<file path="src/rtl/axis_packet_fifo.sv">
// ---------------------------------------------------------------------------
// axis_packet_fifo
//   Purpose     : DEPTH-entry AXI-Stream FIFO storing {data, id, last} per word.
//   Latency     : a word accepted at edge N is presented on m_axis_* in cycle N+1.
//   Backpressure: s_axis_ready drops only when full; m_axis_* hold while stalled.
//
// Build option: define AXIS_FIFO_PACKET_MODE_EN to get store-and-forward
// packet mode. Output is then withheld until a complete packet (last=1) is
// buffered, except when an oversize packet fills the FIFO, which falls back
// to cut-through until its last word leaves.
//
// Ports
//   clk, rst        : single rising-edge clock, asynchronous active-high reset
//   s_axis_*        : input stream (data, id, last, valid / ready)
//   m_axis_*        : output stream (data, id, last, valid / ready)
//   level           : number of entries held, 0..DEPTH
// ---------------------------------------------------------------------------
module axis_packet_fifo #(
  parameter int DATA_W = 32,
  parameter int ID_W   = 4,
  parameter int DEPTH  = 16
) (
  input  logic                       clk,
  input  logic                       rst,

  input  logic [DATA_W-1:0]          s_axis_data,
  input  logic [ID_W-1:0]            s_axis_id,
  input  logic                       s_axis_valid,
  input  logic                       s_axis_last,
  output logic                       s_axis_ready,

  output logic [DATA_W-1:0]          m_axis_data,
  output logic [ID_W-1:0]            m_axis_id,
  output logic                       m_axis_valid,
  output logic                       m_axis_last,
  input  logic                       m_axis_ready,

  output logic [$clog2(DEPTH):0]     level
);

  localparam int AW = $clog2(DEPTH);
  localparam int LW = AW + 1;
  localparam logic [LW-1:0] FULL_LVL = LW'(DEPTH);

  typedef struct packed {
    logic [DATA_W-1:0] data;
    logic [ID_W-1:0]   id;
    logic              last;
  } entry_t;

  entry_t          mem [DEPTH];
  entry_t          wr_entry;
  entry_t          head;

  logic [AW-1:0]   wr_ptr;
  logic [AW-1:0]   rd_ptr;
  logic [LW-1:0]   level_q;
  logic            ready_en;
  logic            wr_en;
  logic            rd_en;

  // ready_en is cleared by reset and set by the first edge afterwards, so
  // s_axis_ready is low throughout reset and rises one edge after release.
  always_ff @(posedge clk or posedge rst) begin
    if (rst) begin
      ready_en <= 1'b0;
    end else begin
      ready_en <= 1'b1;
    end
  end

  // Full is taken from the level counter: with power-of-two depth the
  // pointers are equal both when empty and when full.
  assign s_axis_ready = ready_en && (level_q != FULL_LVL);
  assign wr_en        = s_axis_valid && s_axis_ready;
  assign rd_en        = m_axis_valid && m_axis_ready;

  assign wr_entry.data = s_axis_data;
  assign wr_entry.id   = s_axis_id;
  assign wr_entry.last = s_axis_last;

  // Storage is deliberately not reset; only pointers and counters are.
  always_ff @(posedge clk) begin
    if (wr_en) begin
      mem[wr_ptr] <= wr_entry;
    end
  end

  // Pointers wrap naturally at DEPTH because DEPTH is a power of two.
  always_ff @(posedge clk or posedge rst) begin
    if (rst) begin
      wr_ptr <= '0;
      rd_ptr <= '0;
    end else begin
      if (wr_en) begin
        wr_ptr <= wr_ptr + AW'(1);
      end
      if (rd_en) begin
        rd_ptr <= rd_ptr + AW'(1);
      end
    end
  end

  always_ff @(posedge clk or posedge rst) begin
    if (rst) begin
      level_q <= '0;
    end else begin
      case ({wr_en, rd_en})
        2'b10:   level_q <= level_q + LW'(1);
        2'b01:   level_q <= level_q - LW'(1);
        default: level_q <= level_q;
      endcase
    end
  end

  assign level = level_q;

  // Head entry is read straight from storage; it only changes when rd_ptr
  // advances, so the outputs are stable while stalled. Forced to zero during
  // reset because the storage itself is not cleared.
  assign head        = mem[rd_ptr];
  assign m_axis_data = rst ? '0   : head.data;
  assign m_axis_id   = rst ? '0   : head.id;
  assign m_axis_last = rst ? 1'b0 : head.last;

`ifdef AXIS_FIFO_PACKET_MODE_EN
  // Number of complete packets (buffered last=1 words).
  logic [LW-1:0] pkt_cnt;
  // Set when the FIFO is full with no complete packet inside: the packet
  // can never complete, so release it cut-through until its last word leaves.
  logic          oversize;
  logic          wr_last;
  logic          rd_last;

  assign wr_last = wr_en && s_axis_last;
  assign rd_last = rd_en && head.last;

  always_ff @(posedge clk or posedge rst) begin
    if (rst) begin
      pkt_cnt <= '0;
    end else begin
      case ({wr_last, rd_last})
        2'b10:   pkt_cnt <= pkt_cnt + LW'(1);
        2'b01:   pkt_cnt <= pkt_cnt - LW'(1);
        default: pkt_cnt <= pkt_cnt;
      endcase
    end
  end

  always_ff @(posedge clk or posedge rst) begin
    if (rst) begin
      oversize <= 1'b0;
    end else if (rd_last) begin
      oversize <= 1'b0;
    end else if ((level_q == FULL_LVL) && (pkt_cnt == '0)) begin
      oversize <= 1'b1;
    end
  end

  assign m_axis_valid = (level_q != '0) && ((pkt_cnt != '0) || oversize);
`else
  assign m_axis_valid = (level_q != '0);
`endif

endmodule

</file>
<file path="config.mk">
export PLATFORM = sky130hd
export DESIGN_NAME = axis_packet_fifo
export DESIGN_NICKNAME = d
export VERILOG_FILES = /design/src/rtl/axis_packet_fifo.sv
export SDC_FILE = /design/constraint.sdc
export NUM_CORES = 1
export LEC_CHECK = 0
export ABC_AREA = 1
export CAP_MARGIN = 5
export CORE_MARGIN = 3
export CORE_UTILIZATION = 45
export CTS_BUF_LIST = sky130_fd_sc_hd__clkbuf_16
export CTS_CLUSTER_DIAMETER = 30
export CTS_CLUSTER_SIZE = 14
export DETAILED_ROUTE_END_ITERATION = 12
export GPL_TIMING_DRIVEN = 0
export PLACE_DENSITY_LB_ADDON = 0.2
export SLEW_MARGIN = 20
export SYNTH_ARGS = -nofsm -noshare
export SYNTH_HDL_FRONTEND = slang
export SYNTH_SLANG_ARGS = --single-unit
</file>
<file path="constraint.sdc">
create_clock -name clk -period 4.3 [get_ports clk]
set_clock_uncertainty 0.15 [all_clocks]
set_input_delay 0.43 -clock clk [delete_from_list [all_inputs] [get_ports clk]]
set_output_delay 0.43 -clock clk [all_outputs]
set_load 0.05 [all_outputs]
</file>
* Word level (Yosys, flattened, before mapping)
Memory sizes are Yosys's and may differ from the RTL's.
Cells that the tools add are included.
W data, S select, Z words.
** Storage, ports and cells
- Register bits after elaboration :: 14
- Memory bits (writable) :: 592
- Bits of input ports :: 41
- Memories kept :: 1
** Memory list
- mem :: depth 16, bits a word 37, read ports 1, clocked after memory_dff 0, write ports 1, RTL line 51 : entry_t mem [DEPTH];
** Operators by class
- Add/sub/neg operators :: 4
- Equality and inequality tests :: 3
- Mux-type cells :: 6
- Reduce and logical (&&, ||, !) cells :: 5
** Operator list (number)
- $mux W32 :: 1
- $pmux W5 S2 :: 1
- $add A4 B1 Y4 const B :: 2
- $add A5 B1 Y5 const B :: 1
- $ne A5 B5 Y1 const B :: 1
- $reduce_bool A5 Y1 :: 1
- $sub A5 B1 Y5 const B :: 1
- $mux W4 :: 1
- $logic_and A1 B1 Y1 :: 3
- $mux W1 :: 3
- $eq A2 B1 Y1 const B :: 1
- $eq A2 B2 Y1 const B :: 1
- $reduce_bool A2 Y1 :: 1

* Longest topological paths before layout
- Depth in word-level cells :: 5
- Gate-level depth with buffers :: 14
- Mapped depth without buffers :: 14

* Worst setup path before layout
OpenSTA, ideal clock, no wires.
- Path type :: reg2reg
- From :: reg level_q[1], in the netlist level[1]
- To :: mem mem[0][0] (netlist bit) (enable)
- Library setup time :: 0.431 ns
- Arrival time :: 2.920 ns
- Slack :: 0.799 ns
- Cell stages (with the launch flop) :: 7
- Buffers on the path :: 0
- Cell sequence :: dfrtp_1 inv_1 nand4_1 nand3_1 inv_1 nand2_1 nor2_1
** Between the ends
- Word-level cells in the longest chain between the ends :: 5
** RTL lines
- start, declared :: RTL line 57 : logic [LW-1:0] level_q;
- start signal, assigned :: RTL line 109 : 2'b10: level_q <= level_q + LW'(1);
- start signal, assigned :: RTL line 110 : 2'b01: level_q <= level_q - LW'(1);
- start signal, assigned :: RTL line 111 : default: level_q <= level_q;
- $ne A5 B5 Y1 :: RTL line 74 : assign s_axis_ready = ready_en && (level_q != FULL_LVL);
- $logic_and A1 B1 Y1 :: RTL line 74
- $logic_and A1 B1 Y1 :: RTL line 75 : assign wr_en = s_axis_valid && s_axis_ready;
- $mux W1 :: RTL line 84 : if (wr_en) begin
- $mux W1 (not written as such) :: RTL line 85 : mem[wr_ptr] <= wr_entry;
- end, declared :: RTL line 51
Every way passes these cells.

* Worst setup path after layout
- From :: reg rd_ptr[0]
- To :: out m_axis_data[24]
** Between the ends
- Word-level cells in the longest chain between the ends :: 2
** RTL lines
- start, declared :: RTL line 56 : logic [AW-1:0] rd_ptr;
- start signal, assigned :: RTL line 99 : rd_ptr <= rd_ptr + AW'(1);
- $mem_v2 Z16 W37
- $mux W32 :: RTL line 122 : assign m_axis_data = rst ? '0 : head.data;
- end, declared :: RTL line 32 : output logic [DATA_W-1:0] m_axis_data,
Every way passes these cells.

==> metrics.txt <==
# TYPE chip_impl_metric gauge
chip_impl_info{name="status",value="finished, final reports clean"} 1
chip_impl_info{name="whs_endpoint",value="wr_ptr[0]$_DFFE_PP0P_"} 1
chip_impl_metric{name="grt_remaining_overflow",unit=""} 0
chip_impl_metric{name="synth_sequential_area_ratio",unit="%"} 70.31
chip_impl_metric{name="final_cells",unit=""} 3533
chip_impl_info{name="clockRootBuffer",value="sky130_fd_sc_hd__clkbuf_16"} 1
chip_impl_info{name="reg2reg_from",value="level[1]$_DFFE_PP0P_"} 1
chip_impl_metric{name="first_global_vias",unit=""} 18050
chip_impl_metric{name="worst_path_maximum_fanout",unit=""} 10
chip_impl_metric{name="die_height",unit="um"} 245.4
chip_impl_metric{name="postRouteAntennaNets",unit=""} 0
chip_impl_metric{name="critPathRequiredTime",unit="ps"} 3720
chip_impl_metric{name="total_switching_power",unit="uW"} 9100
chip_impl_metric{name="finalCritPeriodShare",unit="%"} 97.49
chip_impl_metric{name="vdd_drop_max",unit="uV"} 548.1
chip_impl_metric{name="synth.cell_area",unit="mm^2"} 0.02578
chip_impl_metric{name="yosys.area_share.simple",unit="%"} 20.97
chip_impl_metric{name="yosys.area_share.xor_xnor",unit="%"} 0.2718
chip_impl_metric{name="dpl-instance-area",unit="mm^2"} 0.02834
chip_impl_metric{name="routed-via-count",unit=""} 18610
chip_impl_metric{name="p_per_area",unit="mW/mm^2"} 756.2
chip_impl_metric{name="p_leak",unit="uW"} 0.01367
chip_impl_metric{name="timing.fmax",unit="MHz"} 238.6
chip_impl_info{name="setup.worst_path.class",value="flip-flop to primary output"} 1
chip_impl_metric{name="clkSlewWorstSetupHoldPaths",unit="ps"} 50
chip_impl_metric{name="post_cts_buffers",unit=""} 0
chip_impl_metric{name="area_growth_syn_to_layout",unit="%"} 26.93
chip_impl_metric{name="portBuffers",unit=""} 83
chip_impl_metric{name="global_route.usage.total",unit="%"} 25.82
chip_impl_metric{name="post-route-min-period",unit="ps"} 4192
chip_impl_metric{name="stdcell_area",unit="mm^2"} 0.03273
chip_impl_metric{name="routedWlPerCell",unit="um"} 21.76
chip_impl_info{name="worst_hold_startpoint",value="s_axis_valid"} 1
chip_impl_metric{name="power.share.sequential",unit="%"} 28.2
chip_impl_metric{name="design.final.nets",unit=""} 2720
chip_impl_metric{name="die_area",unit="mm^2"} 0.06020
chip_impl_metric{name="drt-pass1-iter-count",unit=""} 6
chip_impl_metric{name="synth.lib_cells_used.distinct",unit=""} 23
chip_impl_metric{name="remaining_drc_errors",unit=""} 0
chip_impl_metric{name="dr.first_iter.drc_count",unit=""} 2084
chip_impl_metric{name="yosys_warning_total",unit=""} 0
chip_impl_info{name="most_used_cells_in_the_layout_excluding_fill_and_tap_cells",value="913 x sky130_fd_sc_hd__nand2_1, 592 x sky130_fd_sc_hd__edfxtp_1, 376 x sky130_fd_sc_hd__nand3_1"} 1
chip_impl_metric{name="ys_ff_latch",unit=""} 606
chip_impl_metric{name="timing.hold.ws",unit="ps"} 319.8
chip_impl_metric{name="mappedNetlistNets",unit=""} 2475
chip_impl_metric{name="core-area",unit="mm^2"} 0.05650
chip_impl_info{name="grt_setup_unrepaired",value="no"} 1
chip_impl_metric{name="clockBufferDepth",unit=""} 3
chip_impl_metric{name="final_layout_size_suffix_gt1_share",unit="%"} 11.96
chip_impl_metric{name="routed_wl",unit="um"} 76870
chip_impl_metric{name="timing.final.setup_violations",unit=""} 0
chip_impl_metric{name="die_x",unit="um"} 245.4
chip_impl_metric{name="io_pins",unit=""} 85
chip_impl_metric{name="clkLatencyLatePin",unit="ps"} 690
chip_impl_info{name="min_path_type",value="primary input to flip-flop"} 1
chip_impl_metric{name="syn_inst",unit=""} 2424
chip_impl_metric{name="dpl.cell_count",unit=""} 3290
chip_impl_metric{name="tightest_slew",unit="ps"} 1066
chip_impl_info{name="endpoint_kind",value="primary output"} 1
chip_impl_metric{name="timing.max_cap.violations",unit=""} 0
chip_impl_info{name="worstReg2RegEnd",value="mem[10][24]$_DFFE_PP_"} 1
chip_impl_metric{name="dp_hpwl",unit="um"} 48530
chip_impl_metric{name="muxShareOfSynthArea",unit="%"} 0
chip_impl_info{name="most_common_library_cell_in_the_layout_ignoring_fill_and_taps",value="sky130_fd_sc_hd__nand2_1"} 1
chip_impl_metric{name="insertedDiodeCount",unit=""} 0
chip_impl_metric{name="place_congestion",unit=""} 0.8051
chip_impl_metric{name="floorplan.initialDensity",unit="%"} 45.64
chip_impl_info{name="largest_family_of_logic_cells_by_synthesized_area",value="simple AND/OR/NAND/NOR gates"} 1
chip_impl_metric{name="vias_per_cell",unit=""} 5.267
chip_impl_metric{name="h-tree-depth",unit=""} 4
chip_impl_info{name="tritoncts",value="built"} 1
chip_impl_metric{name="syn-mean-instance-area",unit="um^2"} 10.64
chip_impl_metric{name="adder_cell_share_of_the_synthesized_area",unit="%"} 0.5144
chip_impl_metric{name="grt_pass1_wl",unit="um"} 112400
chip_impl_metric{name="report.final.hold_viol_count",unit=""} 0
chip_impl_metric{name="tritoncts.num_buffers",unit=""} 133
chip_impl_metric{name="netSwitchingFraction",unit="%"} 36.77
chip_impl_metric{name="arrival",unit="ps"} 3610
chip_impl_metric{name="rows",unit=""} 87
chip_impl_metric{name="clock_sinks",unit=""} 606
chip_impl_metric{name="min_delay_path_depth",unit=""} 3
chip_impl_metric{name="synth-compound-area-share",unit="%"} 0.8347
chip_impl_metric{name="antenna_found_initial",unit=""} 1
chip_impl_metric{name="share_clk_of_total_power",unit="%"} 39.5
chip_impl_info{name="setup.worst_path.start_class",value="flip-flop"} 1
chip_impl_metric{name="pwr-share-comb",unit="%"} 32.4
chip_impl_metric{name="report.final.slew_viol_count",unit=""} 0
chip_impl_metric{name="grt_start_max_net_pins",unit=""} 21
chip_impl_metric{name="worst-r2r-cell-count",unit=""} 8
chip_impl_metric{name="reg2reg_slack",unit="ps"} 1450
chip_impl_metric{name="internal_pwr_total",unit="uW"} 15650
chip_impl_metric{name="relSlewSlack",unit="%"} 28.96
## registers in the layout, summed over array words and instances (netlist names)
| signal | cells |
|---|---|
| mem | 592 |
| level | 5 |
| rd_ptr | 4 |
| wr_ptr | 4 |
| ready_en | 1 |
## final cells by class
class / instances / area [um^2]
timing repair buffer: 110 / 1495
buffer: 125 / 636.9
clock inverter: 104 / 899.6
sequential: 606 / 18130
clock buffer: 139 / 3478
tap: 756 / 945.9
fill: 4465 / 23770
inverter: 318 / 1196
multi-input combinational: 1375 / 5948
## critical path, cell delays in order, from the launching register on
cell and delay [ps]:
sky130_fd_sc_hd__dfrtp_1 380, sky130_fd_sc_hd__buf_6 170, sky130_fd_sc_hd__inv_4 170, sky130_fd_sc_hd__buf_6 220, sky130_fd_sc_hd__buf_2 370, sky130_fd_sc_hd__nand2_1 100
sky130_fd_sc_hd__nand2_1 70, sky130_fd_sc_hd__nand2_1 50, sky130_fd_sc_hd__nand3_1 120, sky130_fd_sc_hd__nand3_1 90, sky130_fd_sc_hd__a21oi_1 290, sky130_fd_sc_hd__clkdlybuf4s50_1 860
## what timing repair did
item / in CTS / in global routing
gates resized for setup: 2 / 10
setup endpoints to repair: 2 / 7
hold buffers: 0 / 0
## per-layer routing
metal,global-route usage (%),vias up,routed length (um),part of all wire [%]
li1,-,8514,-,-
met1,34.01,8898,30280,39
met2,41.11,1001,35870,47
met5,0,-,9,0.012
met3,6.390,192,8090,11
met4,10.82,2,2621,3.4
## power groups by stage
stage | registers, uW | clock network (uW) | logic [uW]
2_1_floorplan | 7140 | 0 | 4690
3_3_place_gp | 7090 | 0 | 7670
3_5_place_dp | 7060 | 0 | 7910
4_1_cts | 6970 | 9840 | 7960
5_1_grt | 6990 | 10200 | 8620
6_report | 6970 | 9760 | 8010
## synth_stat cells
| cell | count | area share, % |
|---|---|---|
| sky130_fd_sc_hd__nand2_1 | 913 | 13 |
| sky130_fd_sc_hd__edfxtp_1 | 592 | 69 |
| sky130_fd_sc_hd__nand3_1 | 376 | 7.3 |
| sky130_fd_sc_hd__inv_1 | 315 | 4.6 |
| sky130_fd_sc_hd__buf_2 | 76 | 1.5 |
| sky130_fd_sc_hd__a21oi_1 | 38 | 0.74 |
| sky130_fd_sc_hd__nor2_1 | 21 | 0.31 |
| sky130_fd_sc_hd__clkbuf_1 | 20 | 0.29 |
| sky130_fd_sc_hd__buf_1 | 15 | 0.22 |
| sky130_fd_sc_hd__dfrtp_1 | 14 | 1.4 |
| sky130_fd_sc_hd__buf_4 | 10 | 0.29 |
| sky130_fd_sc_hd__ha_1 | 9 | 0.44 |
| sky130_fd_sc_hd__xor2_1 | 6 | 0.20 |
| sky130_fd_sc_hd__o21ai_0 | 5 | 0.097 |
| sky130_fd_sc_hd__buf_6 | 4 | 0.17 |
| sky130_fd_sc_hd__nand4_1 | 2 | 0.049 |
| sky130_fd_sc_hd__xnor2_1 | 2 | 0.068 |
| sky130_fd_sc_hd__clkinv_1 | 1 | 0.015 |
| sky130_fd_sc_hd__conb_1 | 1 | 0.015 |
| sky130_fd_sc_hd__fa_1 | 1 | 0.078 |
| sky130_fd_sc_hd__inv_2 | 1 | 0.015 |
| sky130_fd_sc_hd__inv_4 | 1 | 0.024 |
| sky130_fd_sc_hd__or2_2 | 1 | 0.024 |
## cell families after synthesis
kind of cell / Yosys count
other: 1
adder cells (fa/ha/maj): 10
AND/OR/NAND/NOR: 1313
flip-flops: 606
buffers and inverters: 443
AO/OA/AOI/OAI: 43
XOR/XNOR: 8
## worst max-delay path by stage
| stage | start | to | slack [ps] | cells after the start |
|---|---|---|---|---|
| 4_1_cts | rd_ptr[1]$_DFFE_PP0P_ | m_axis_id[0] | 40 | 8 |
| 3_3_place_gp | s_axis_valid | mem[10][15]$_DFFE_PP_ | -1480 | 5 |
| 2_1_floorplan | level[1]$_DFFE_PP0P_ | mem[0][0]$_DFFE_PP_ | 800 | 6 |
| 5_1_grt | rd_ptr[1]$_DFFE_PP0P_ | m_axis_data[20] | 50 | 8 |
| 3_5_place_dp | rd_ptr[1]$_DFFE_PP0P_ | m_axis_data[6] | 680 | 8 |
| 6_report | rd_ptr[0]$_DFFE_PP0P_ | m_axis_data[24] | 110 | 11 |
## stage by stage
| step | utilization (%) | setup TNS (ps) | power (uW) | setup slack (ps) |
|---|---|---|---|---|
| floorplan | - | 0 | 11820 | 798.5 |
| global placement | 48.78 | -658000 | 14760 | -1477 |
| detailed placement | 50.17 | 0 | 14980 | 675.9 |
| CTS | 57.91 | 0 | 24770 | 43.85 |
| global route | 57.93 | 0 | 25780 | 52.69 |
| finish | 57.93 | 0 | 24750 | 108.1 |
Power figures use the tool's default switching activity.
